File: src/rtl/elevator_pkg.sv
// Shared elevator definitions: default sizing, the floor index type and
// index arithmetic used by the call receiver, controller and top.
package elevator_pkg;

  localparam int NUM_FLOORS_DEF      = 4;
  localparam int DEBOUNCE_CYCLES_DEF = 16;

  typedef logic [$clog2(NUM_FLOORS_DEF)-1:0] floor_t;

  function automatic int wrap_inc(input int idx, input int num);
    return (idx + 1) % num;
  endfunction

  function automatic int wrap_add(input int base, input int offs, input int num);
    return (base + offs) % num;
  endfunction

endpackage

File: src/rtl/button_debounce.sv
// One call-button channel: 2-flop synchronizer, stability counter, debounced
// level and a registered one-cycle pulse on each debounced rising edge.
module button_debounce
  import elevator_pkg::*;
#(
  parameter int DEBOUNCE_CYCLES = DEBOUNCE_CYCLES_DEF
) (
  input  logic clk,
  input  logic reset,
  input  logic button_i,
  output logic rise_o
);

  localparam int            CW       = $clog2(DEBOUNCE_CYCLES + 1);
  localparam logic [CW-1:0] CNT_LAST = CW'(DEBOUNCE_CYCLES - 1);
  localparam logic [CW-1:0] CNT_ZERO = {CW{1'b0}};
  localparam logic [CW-1:0] CNT_ONE  = CW'(1);

  logic          sync1_q, sync1_d;
  logic          sync2_q, sync2_d;
  logic          level_q, level_d;
  logic          level_prev_q, level_prev_d;
  logic          rise_q, rise_d;
  logic [CW-1:0] cnt_q, cnt_d;

  // Next-state: the level follows the synchronized input only after an unbroken run of disagreement.
  always_comb begin
    sync1_d      = button_i;
    sync2_d      = sync1_q;
    level_d      = level_q;
    cnt_d        = CNT_ZERO;
    level_prev_d = level_q;
    rise_d       = level_q & ~level_prev_q;
    if (sync2_q != level_q) begin
      if (cnt_q == CNT_LAST) begin
        level_d = sync2_q;
        cnt_d   = CNT_ZERO;
      end else begin
        cnt_d = cnt_q + CNT_ONE;
      end
    end else begin
      cnt_d = CNT_ZERO;
    end
  end

  // Channel state registers.
  always_ff @(posedge clk or posedge reset) begin
    if (reset) begin
      sync1_q      <= 1'b0;
      sync2_q      <= 1'b0;
      level_q      <= 1'b0;
      level_prev_q <= 1'b0;
      rise_q       <= 1'b0;
      cnt_q        <= CNT_ZERO;
    end else begin
      sync1_q      <= sync1_d;
      sync2_q      <= sync2_d;
      level_q      <= level_d;
      level_prev_q <= level_prev_d;
      rise_q       <= rise_d;
      cnt_q        <= cnt_d;
    end
  end

  assign rise_o = rise_q;

endmodule

File: src/rtl/floor_request_rx.sv
// Floor call receiver: debounces call buttons, latches outstanding calls and
// offers them to the controller in round-robin order over a valid/ready handshake.
module floor_request_rx
  import elevator_pkg::*;
#(
  parameter int NUM_FLOORS      = NUM_FLOORS_DEF,
  parameter int DEBOUNCE_CYCLES = DEBOUNCE_CYCLES_DEF
) (
  input  logic                  clk,
  input  logic                  reset,
  input  logic [NUM_FLOORS-1:0] button_i,
  output logic [NUM_FLOORS-1:0] pending_o,
  output logic                  req_valid_o,
  output floor_t                req_floor_o,
  input  logic                  req_ready_i
);

  logic [NUM_FLOORS-1:0]   rise_s;
  logic [NUM_FLOORS-1:0]   pending_q, pending_d;
  floor_t                  rr_ptr_q, rr_ptr_d;
  logic [2*NUM_FLOORS-1:0] dbl_s;
  logic [NUM_FLOORS-1:0]   rot_s;
  floor_t                  sel_idx_s;
  logic                    valid_s;
  logic                    accept_s;

  generate
    for (genvar g = 0; g < NUM_FLOORS; g++) begin : g_chan
      button_debounce #(
        .DEBOUNCE_CYCLES(DEBOUNCE_CYCLES)
      ) u_debounce (
        .clk     (clk),
        .reset   (reset),
        .button_i(button_i[g]),
        .rise_o  (rise_s[g])
      );
    end
  endgenerate

  assign valid_s  = |pending_q;
  assign accept_s = valid_s & req_ready_i;

  // Rotating the pending vector by rr_ptr makes bit k the k-th candidate in search order.
  always_comb begin
    int   sel_int;
    logic found;
    logic hit;
    sel_int = 0;
    found   = 1'b0;
    hit     = 1'b0;
    dbl_s   = {pending_q, pending_q};
    rot_s   = NUM_FLOORS'(dbl_s >> rr_ptr_q);
    for (int k = 0; k < NUM_FLOORS; k++) begin
      hit     = ~found & rot_s[k];
      sel_int = hit ? wrap_add(int'(rr_ptr_q), k, NUM_FLOORS) : sel_int;
      found   = found | hit;
    end
    sel_idx_s = floor_t'(sel_int);
  end

  // Pending and pointer update; a coincident new press overrides the clear of an accepted call.
  always_comb begin
    pending_d = pending_q;
    rr_ptr_d  = rr_ptr_q;
    for (int i = 0; i < NUM_FLOORS; i++) begin
      pending_d[i] = rise_s[i] |
                     (pending_q[i] & ~(accept_s & (sel_idx_s == floor_t'(i))));
    end
    if (accept_s) begin
      rr_ptr_d = floor_t'(wrap_inc(int'(sel_idx_s), NUM_FLOORS));
    end else begin
      rr_ptr_d = rr_ptr_q;
    end
  end

  // Call bookkeeping registers.
  always_ff @(posedge clk or posedge reset) begin
    if (reset) begin
      pending_q <= {NUM_FLOORS{1'b0}};
      rr_ptr_q  <= floor_t'(0);
    end else begin
      pending_q <= pending_d;
      rr_ptr_q  <= rr_ptr_d;
    end
  end

  assign pending_o   = pending_q;
  assign req_valid_o = valid_s;
  assign req_floor_o = valid_s ? sel_idx_s : floor_t'(0);

endmodule
File: config.mk
export PLATFORM = sky130hd
export DESIGN_NAME = floor_request_rx
export DESIGN_NICKNAME = d
export VERILOG_FILES = /design/src/rtl/elevator_pkg.sv /design/src/rtl/button_debounce.sv /design/src/rtl/floor_request_rx.sv
export SDC_FILE = /design/constraint.sdc
export NUM_CORES = 1
export LEC_CHECK = 0
export CORE_MARGIN = 1
export CORE_UTILIZATION = 35
export DETAILED_ROUTE_END_ITERATION = 8
export SLEW_MARGIN = 20
export SYNTH_ARGS = -nofsm -noshare
export SYNTH_HDL_FRONTEND = slang
export SYNTH_HIERARCHICAL = 1
export SYNTH_SLANG_ARGS = --single-unit
File: constraint.sdc
create_clock -name clk -period 2.1 [get_ports clk]
set_clock_uncertainty 0.05 [all_clocks]
set_input_delay 0.525 -clock clk [delete_from_list [all_inputs] [get_ports clk]]
set_output_delay 0.525 -clock clk [all_outputs]
set_load 0.01 [all_outputs]
== After elaboration in Yosys (flattened, before gate mapping) ==
Cells that the tools add are included.

* Flip-flop bits (word level): 46
* Input bits: 7
* Output and inout bits: 7
* Word-level logic and storage cells: 98

* Eq/ne operators: 11
* Shift operators: 1
* Muxes and demuxes: 13
* Bitwise logic cells: 33
* Add/sub/neg operators: 8
* Reductions and logical operators: 6

{| class="wikitable"
|+ Operator list
! kind !! count
|-
| two-way mux 5 bit || 8
|-
| adder 5 x 1 -> 5 bit, second input constant || 4
|-
| == test 5 x 4 -> 1 bit, second input constant || 4
|-
| AND 1 bit || 16
|-
| NOT 1 bit || 11
|-
| two-way mux 2 bit || 5
|-
| AND reduction 2 bit || 4
|-
| >> shifter 8 x 2 -> 4 bit || 1
|-
| OR 1 bit || 6
|-
| adder 2 x 1 -> 2 bit, second input constant || 2
|-
| adder 2 bit, second input constant || 2
|-
| == test 2 bit, second input constant || 2
|-
| inequality test 1 bit || 4
|-
| OR reduction 4 bit || 1
|-
| == test 2 x 1 -> 1 bit, second input constant || 1
|-
| logical NOT 2 bit || 1
|}

== Logic depth before layout (Yosys ltp) ==
* Depth in word-level cells: 15
* Gate-level depth with buffers: 5
* Depth with buffers taken out: 5

== By module ==
Netlist, hierarchy kept.

{| class="wikitable"
|+ By module, submodules not included
! module !! area each (um^2) !! cells each !! instances !! seq. area each (um^2)
|-
| button_debounce || 367.9 || 27 || 4 || 250.2
|-
| floor_request_rx || 315.3 || 32 || 1 || 150.1
|}

== Least setup slack after synthesis ==
OpenSTA, ideal clock, no wires.

* Path type: flip-flop to output port
* From: register rr_ptr_q[1]
* To: output req_floor_o[0]
* Data arrival time: 1073 ps
* Required time: 1525 ps
* Buffers on the path: 0
* Setup slack: 452 ps
* Stages on the path, launching flop included: 4
* Path through: dfrtp_1 mux2i_1 nor2_1 a311oi_2

* Longest elaborated chain between the ends: 11
* Elaborated cells between the ends (all ways): 14
* Those cells by class: shift (1); mux (5); bitwise (8)

{| class="wikitable"
|+ Ends and longest elaborated chain
! what !! line !! text
|-
| start: declaration || floor_request_rx.sv:20 || <nowiki>floor_t rr_ptr_q, rr_ptr_d;</nowiki>
|-
| start signal: assignment || floor_request_rx.sv:80 || <nowiki>rr_ptr_q <= floor_t'(0);</nowiki>
|-
| start signal: assignment || floor_request_rx.sv:83 || <nowiki>rr_ptr_q <= rr_ptr_d;</nowiki>
|-
| >> shifter 8 x 2 -> 4 bit * || floor_request_rx.sv:52 || <nowiki>rot_s = NUM_FLOORS'(dbl_s >> rr_ptr_q);</nowiki>
|-
| NOT 1 bit || floor_request_rx.sv:54 || <nowiki>hit = ~found & rot_s[k];</nowiki>
|-
| AND 1 bit || floor_request_rx.sv:54 ||
|-
| OR 1 bit || floor_request_rx.sv:56 || <nowiki>found = found | hit;</nowiki>
|-
| NOT 1 bit || floor_request_rx.sv:54 ||
|-
| AND 1 bit || floor_request_rx.sv:54 ||
|-
| OR 1 bit || floor_request_rx.sv:56 ||
|-
| NOT 1 bit || floor_request_rx.sv:54 ||
|-
| AND 1 bit || floor_request_rx.sv:54 ||
|-
| two-way mux 2 bit * || floor_request_rx.sv:55 || <nowiki>sel_int = hit ? wrap_add(int'(rr_ptr_q), k, NUM_FLOORS) : sel_int;</nowiki>
|-
| two-way mux 2 bit * || floor_request_rx.sv:89 || <nowiki>assign req_floor_o = valid_s ? sel_idx_s : floor_t'(0);</nowiki>
|-
| end: declaration || floor_request_rx.sv:14 || <nowiki>output floor_t req_floor_o,</nowiki>
|}

Every way passes the cells marked *; elsewhere a longest branch is shown, timed or not.

== Worst setup path in the final report ==
* From: register pending_q[0], in the netlist pending_o[0]
* To: output req_valid_o

* Longest elaborated chain between the ends: 1

{| class="wikitable"
|+ Ends and longest elaborated chain
! what !! line !! text
|-
| start: declaration || floor_request_rx.sv:19 || <nowiki>logic [NUM_FLOORS-1:0] pending_q, pending_d;</nowiki>
|-
| start signal: assignment || floor_request_rx.sv:79 || <nowiki>pending_q <= {NUM_FLOORS{1'b0}};</nowiki>
|-
| start signal: assignment || floor_request_rx.sv:82 || <nowiki>pending_q <= pending_d;</nowiki>
|-
| OR reduction 4 bit || floor_request_rx.sv:40 || <nowiki>assign valid_s = |pending_q;</nowiki>
|-
| end: declaration || floor_request_rx.sv:13 || <nowiki>output logic req_valid_o,</nowiki>
|}

No other way between the ends.

==> flow_metrics.tcl <==
set metrics [dict create \
    grt_start_max_net_pins 14 \
    cts_hold_buffers 0 \
    path_clk_slew_ps 80 \
    synth.net_count 151 \
    routed-via-count 1046 \
    multiInputGateArea_sq_um 606.8 \
    layout_common_cells "dfrtp_1, nor2_1, xor2_1" \
    area_delta_synth_final_pct 22.48 \
    ant_nets 0 \
    wirelength_um 2586 \
    synthCells 140 \
    die_w_um 73.45 \
    path_depth 3 \
    critPathMaxStageDelay_ps 530 \
    setup_tns_ps 0 \
    critPathTopFamily "simple AND/OR/NAND/NOR gates" \
    setup_viol 0 \
    yosys_warnings 6 \
    path_cells "buf_4 > or4_4 > buf_6" \
    crit_arrival_ps 1480 \
    drt-wirelength-per-cell_um 11.00 \
    slew_violations 0 \
    utilization_pct 45.43 \
    layout.cells.non_filler 235 \
    power.total_mw 1.751 \
    die_h_um 73.45 \
    rsz0062_at_grt "yes" \
    cts_root_buf "clkbuf_8" \
    ctsHtreeMaxLevel 2 \
    hpwlAfterDp_um 1878 \
    ioPinCount 14 \
    ys_ff_latch 46 \
    syn_area_per_cell_sq_um 12.76 \
    drt_iter0_drc 56 \
    io_buffers 13 \
    hp-class "flip-flop to flip-flop" \
    worstHoldPathCells 0 \
    dp_slack_ps 11.57 \
    final_common_cell "dfrtp_1" \
    start_kind "flip-flop" \
    critPathMaxFanout 2 \
    fmaxAchievable_mhz 486.5 \
    grt_pass1_vias 1138 \
    hold_viol 0 \
    clock_latency_ps 290 \
    rows 25 \
    antenna_found_initial 0 \
    endpoint_kind "output port" \
    fin_area_sq_um 2188 \
    first_pass_iters 3 \
    fill_cells 458 \
    fin_ws_ps 44.39 \
    overflow 0 \
    start_util_pct 37.09 \
    run_status "complete, no violations" \
    drive_gt1_share_pct 20.24 \
    antenna-diode-count 0 \
    nets 179 \
    cts_tree "built" \
    coreArea_sq_um 4817 \
    p_leak_nw 1.138 \
    place_inst 223 \
    cts.sinks 46 \
    vdd_drop_max_uv 376.0 \
    ys_seq_area_share_pct 64.43 \
    drc_errors 0 \
    worst_path_max_delay_cell "or4_4" \
    regArea_sq_um 1152 \
    powerDensity_nw_per_um2 800.1 \
    synth.distinct_cells 25 \
    required_ps 1520 \
    grt_usage_pct 12.29 \
    fin_hold_ws_ps 300.8 \
    clockBufferDepth 2 \
    tightest_slew_ps 382.6 \
    crit_type "flip-flop to output port" \
    cap_violations 0 \
    post_dp_cell_area_sq_um 2023 \
    relSlewSlack_pct 74.47 \
    grt_pass1_wl_um 4850 \
    synth_area_sq_um 1787 \
    cts-buffers-inserted 5 \
    critPathBufInv 2 \
    rr_worst_depth 8 \
    vias_per_cell 4.451 \
    dieArea_sq_um 5395 \
    gp_congestion 0.7163 \
    post-route-period-util_pct 97.89 \
    min_period_ps 2056 \
]
-- what timing repair did --
| action | 4_1_cts | 5_1_grt |
|---|---|---|
| pin swaps | 0 | 2 |
| gates cloned | 0 | 0 |
| resized for setup | 13 | 3 |
| setup endpoints to repair | 3 | 3 |
| buffers inserted | 3 | 2 |
| hold endpoints to repair | 0 | 0 |
-- cell families after synthesis --
logic type	Yosys count	share of synthesized area [%]
adder cells (fa/ha/maj)	4	2.801
buffers and inverters	11	2.311
AO/OA/AOI/OAI	15	6.511
multiplexers	5	3.081
XOR/XNOR	12	5.882
flip-flops	46	64.43
AND/OR/NAND/NOR	47	14.99
-- final cells by class --
| class | instances | area share (%) |
|---|---|---|
| Inverter | 11 | 1.887 |
| Clock buffer | 6 | 3.774 |
| Multi-Input combinational cell | 83 | 27.73 |
| Tap cell | 67 | 3.831 |
| Sequential cell | 46 | 52.66 |
| Timing Repair Buffer | 21 | 8.748 |
| Clock inverter | 1 | 1.372 |
-- synthesized netlist by cell type --
library cell / instances / area (sq um)
nand2b_1: 1 / 6.260
inv_1: 11 / 41.29
o21ai_1: 1 / 5.000
nor2b_1: 4 / 25.02
o21ai_0: 1 / 5.000
nand3_1: 6 / 30.03
or3b_1: 1 / 8.760
nor2_1: 13 / 48.80
a21oi_1: 3 / 15.01
and2_1: 4 / 25.02
nand3_2: 4 / 40.04
o21ai_2: 4 / 35.03
and3_1: 4 / 25.02
o2bb2a_2: 1 / 11.26
nand3b_1: 2 / 15.01
mux2_1: 4 / 45.04
a311oi_2: 1 / 15.01
a21o_1: 4 / 30.03
ha_1: 4 / 50.05
nor2_2: 4 / 25.02
dfrtp_1: 46 / 1151
xor2_1: 12 / 105.1
or4_1: 1 / 7.510
nand2_1: 3 / 11.26
mux2i_1: 1 / 10.01
-- flip-flops by register name (all words and copies together), names as in the netlist --
name,flops
g_chan.u_debounce/cnt_q,20
g_chan.u_debounce/level_prev_d,4
g_chan.u_debounce/level_prev_q,4
g_chan.u_debounce/rise_o,4
g_chan.u_debounce/sync1_q,4
g_chan.u_debounce/sync2_q,4
pending_o,4
rr_ptr_q,2
-- metal layers --
layer  vias to the layer above  global-route usage (%)  part of all wire [%]
li1                        514                       -                     -
met1                       514                   14.50                    46
met2                        16                   19.16                    49
met3                         2                   5.350                   4.1
met4                         0                   5.983                  0.66
met5                         -                       0                     0
-- path summary, 6_finish.rpt --
kind / from / to / slack [ps]
max in group asynchronous: reset / g_chan[3].u_debounce/cnt_q[3] / 1120
min: g_chan[0].u_debounce/sync1_q / g_chan[0].u_debounce/sync2_q / 300
min in group asynchronous: reset / rr_ptr_q[1] / 530
min reg2reg: g_chan[0].u_debounce/sync1_q / g_chan[0].u_debounce/sync2_q / 300
max reg2reg: rr_ptr_q[1] / pending_o[0] / 210
max: pending_o[0] / req_valid_o / 40
-- power by group --
group | leakage (nW) | internal [mW] | total, mW | switching [mW]
registers | 0.611 | 0.926 | 0.957 | 0.0309
logic | 0.470 | 0.0731 | 0.148 | 0.0753
clock network | 0.0573 | 0.380 | 0.645 | 0.265
No activity file was read; power rests on OpenSTA's default activity.
==> edit 1, RTL diff (config.mk and constraints unchanged) <==
Set the package constant `NUM_FLOORS_DEF` to 16 (it was 4).
--- a/src/rtl/elevator_pkg.sv
+++ b/src/rtl/elevator_pkg.sv
@@ -4,3 +4,3 @@
 
-  localparam int NUM_FLOORS_DEF      = 4;
+  localparam int NUM_FLOORS_DEF      = 16;
   localparam int DEBOUNCE_CYCLES_DEF = 16;
Interface: changed (resized button_i, pending_o and req_floor_o); port bits go from 14 to 40. The function was not compared with the original's and may differ.
==> edit 1 against the unedited design <==
The run now ends with setup timing left. Combinational power rose to 49 times the old value. Power rose to 8.1 times the old value. Synthesized area rose to 5.2 times the old value. Wire length rose to 9.1 times the old value. Global-route usage up 6.3 points. Sequential cell count rose by 134. Setup slack worse by 2.0 ns. Cell area rose to 5.8 times the old value. Register-to-register slack got worse by 2.0 ns. Largest cell class is now multi-input combinational cells. Largest power group is now combinational logic.
==> edit 1: results (changes against the unedited design) <==
vias in the first global route 7357 (+550%); Layout Cells excl Fill 1399 (+500%); met3 usage 0.0260 (-0.0275); total power 14.2 mW (+710%); clock-net power 3.09 mW (+380%); PostCTS Resize Cnt 148 (+135); setup TNS -41.80 ns (-41.80 ns); failing checks setup timing; total track usage 0.186 (+0.0627); WHS Endpoint g_chan[13].u_debounce/sync2_q; most frequent cells after synthesis dfrtp_1 (180), nor2_1 (70), xor2_1 (51); Critical-path top delay cell mux4_2; CLK BUF 19 (+13); power of the combinational group 7.29 mW (+4800%); Reg2Reg Setup Slack -1.81 ns (-2.02 ns); Fillers 2373 (+420%); Non-clock inverters 45 (+34); Data buffer area share 0.160 (+0.0725); Final nets 1097 (+510%); Hold Slack 0.299 ns (-0.00220 ns); outcome finished, violations left; dpl cells 1335 (+500%); final setup fails 25 (+25); Setup WS post-layout -1.98 ns (-2.02 ns); Rel. slew slack 0.672 (-0.0723); H-tree depth 4 (+2); footprint of the multi-input gates 4950 µm² (+720%); Final Wtd Congestion 0.909 (+27%); largest fanout on the critical path 8 (+6); DPL Wire Length 17.2 mm (+810%); VDD IR-drop max 0.000568 V (+51%); crit path to req_floor_o[3]; Sequential Area 4520 µm² (+290%); Worst R2R End rr_ptr_q[3]; Clock Sinks 180 (+290%); multi-input gates 567 (+580%); Post-Synth XOR/XNOR Area 0.0541 (-0.00471); Mapped Nets 870 (+480%)
-- edit 1: changes by cell type in the layout (fill, tap and decap cells not counted), sizes merged, moves of 19 or more --
cell | unedited run | this run
nor2 | 17 | 87
mux4 | 0 | 19
xor2 | 12 | 51
mux2 | 4 | 29
mux2i | 1 | 23
nand3 | 10 | 38
ha | 4 | 27
nand2 | 3 | 36
a21oi | 3 | 29
inv | 11 | 49
o21ai | 6 | 28
buf | 10 | 206
dfrtp | 46 | 180
-- edit 1: stage by stage --
| stage | util | area [µm²] |
|---|---|---|
| 6_report | 0.488 | 12700 |
| 5_1_grt | 0.488 | 12700 |
| 4_1_cts | 0.481 | 12500 |
| 3_5_place_dp | 0.432 | 11200 |
| 3_3_place_gp | 0.432 | 11200 |
| 2_1_floorplan | - | 9270 |
-- edit 1: metal layers --
metal | up-vias | share of wire
li1 | 3385 | -
met4 | 0 | 0.025
met5 | - | 0
met2 | 134 | 0.51
met3 | 40 | 0.028
met1 | 3529 | 0.44
==> edit 2, RTL diff (same flow settings) <==
Without the edit above. Reset style: synchronous (`reset`), changed in 2 clocked blocks.
--- a/src/rtl/button_debounce.sv
+++ b/src/rtl/button_debounce.sv
@@ -46,3 +46,3 @@
   // Channel state registers.
-  always_ff @(posedge clk or posedge reset) begin
+  always_ff @(posedge clk) begin
     if (reset) begin
--- a/src/rtl/floor_request_rx.sv
+++ b/src/rtl/floor_request_rx.sv
@@ -76,3 +76,3 @@
   // Call bookkeeping registers.
-  always_ff @(posedge clk or posedge reset) begin
+  always_ff @(posedge clk) begin
     if (reset) begin
Formal check against the unedited RTL: no difference found for any inputs over 10 cycles, from zero or initial values and one cycle with reset high; that may be too few to reach the edited logic, so the function may still have changed.
==> edit 2 against the unedited design <==
Synthesized cell count grew 21%. Sequential cell count unchanged. Die area down 1.5%. Critical path depth decreased by 1. Wire length decreased by 5.0%. Synthesized area down 1.5%. Global-route usage fell by 1.5 points. Cell area shrank 2.3%. Via count is 12% higher. Setup slack improved by 0.038 ns. Critical endpoint unchanged. Highest routed layer unchanged.
Power is not compared: it rests on default switching activity, and its combinational part moved more than twofold at a synthesized area within 25%.
==> edit 2: results (changes against the unedited design) <==
clock root buffer clkbuf_8; Final Wtd Congestion 0.821 (+15%); VDD IR-drop max 0.000408 V; worst slack at placement 0.0923 ns (+0.0807 ns); final setup fails 0 (unchanged); Post-synth top flop dfxtp_1; design area 2140 µm² (-2.3%); most frequent cells after synthesis dfxtp_1 (46), nor2_1 (29), nor2b_1 (19); Seq/Total Area, Yosys 0.523 (-0.121); CP arrival 1.44 ns (-0.04 ns); LEAKAGE about 0.87 nW; Largest Register g_chan.u_debounce/cnt_q; Synth area leaders dfxtp_1 (52%), ha_1 (8.5%), nor2b_1 (6.8%); WL met2 1.01 mm (-21%); Layout Cells excl Fill 265 (+13%); dpl cells 255 (+14%); ratio of cells with drive above 1 in the final layout 0.136 (-0.0660); final WL 2.46 mm (-5.0%); global-route wire length before repair 4.22 mm (-13%); Mapped Nets 189 (+25%); GR Util met2 0.151 (-0.0411); count of cell types in the netlist 26 (+4.0%); worst skew pair latency 0.29 ns (about the same); outcome completed; via/cell ratio 4.41 (-0.89%); 1st-iter DRT viols 43 (-23%); vias in the first global route 999 (-12%); met3 usage 0.0428 (-0.0107); largest net degree at the start of global routing 27 (+13); grt met1 use 0.135 (-0.00992); Post-Syn Area per Cell 10.3 µm² (-19%); largest fanout on the critical path 7 (+5); Fillers 477 (+4.1%); TritonRoute pass-1 iters 4 (+1); Routed met3 length 112 µm (+4.7%); DPL Wire Length 1.73 mm (-8.0%); Worst-Margin Slew 0.255 ns (-0.127 ns); Final nets 216 (+21%); met1 wire length 1.27 mm (+7.0%); post-synthesis async set-or-reset flop share 0 (-1.00); dpl cell area 2020 µm² (-0.19%); total track usage 0.107 (-0.0154)
-- edit 2: changes by cell type in the layout (fill, tap and decap cells not counted), moves of 8 or more --
cell	before	now
dfrtp_1	45	0
dfxtp_1	0	43
nor2_1	13	29
nor2b_1	4	19
ha_1	4	12
xnor2_1	0	8
xor2_1	12	4
-- edit 2: worst max-delay path, cell delays in order, from the launching register on --
cell           delay (ns)
dfxtp_1              0.37
or4_1                0.50
dlygate4sd2_1        0.29
-- edit 2: area by class of cell --
type / instances / area share
multi-input combinational: 114 / 0.373
clock buffer: 6 / 0.0386
tap: 67 / 0.0392
inverter: 8 / 0.0141
sequential: 46 / 0.433
timing repair buffer: 22 / 0.0966
clock inverter: 2 / 0.00585
-- edit 2: what timing repair did --
action	4_1_cts	5_1_grt
resized for setup	8	0
setup endpoints to repair	3	1
setup buffers	1	1
cloned	0	0
pin swaps	1	1
-- edit 2: cells by family after synthesis --
logic type,Yosys count,share of synthesized area
buf+inv,10,0.0277
simple gates,66,0.198
compound gates,19,0.0768
fa+ha+maj,12,0.0853
flops,46,0.523
mux,5,0.0285
xor+xnor,12,0.0597
-- edit 2: path summary, 6_finish.rpt --
check	end	start	cells after the start	slack, ns
max	req_valid_o	pending_o[2]	2	0.08
min	g_chan[0].u_debounce/rise_o	g_chan[0].u_debounce/level_prev_q	1	0.34
max reg2reg	rr_ptr_q[1]	pending_o[2]	8	0.37
min reg2reg	g_chan[0].u_debounce/rise_o	g_chan[0].u_debounce/level_prev_q	1	0.34
-- edit 2: report_power, final --
part / switching, mW / internal (mW) / total (mW)
Sequential: 0.00441 / 0.881 / 0.885
Clock: 0.275 / 0.264 / 0.540
Combinational: 0.0169 / 0.0248 / 0.0418
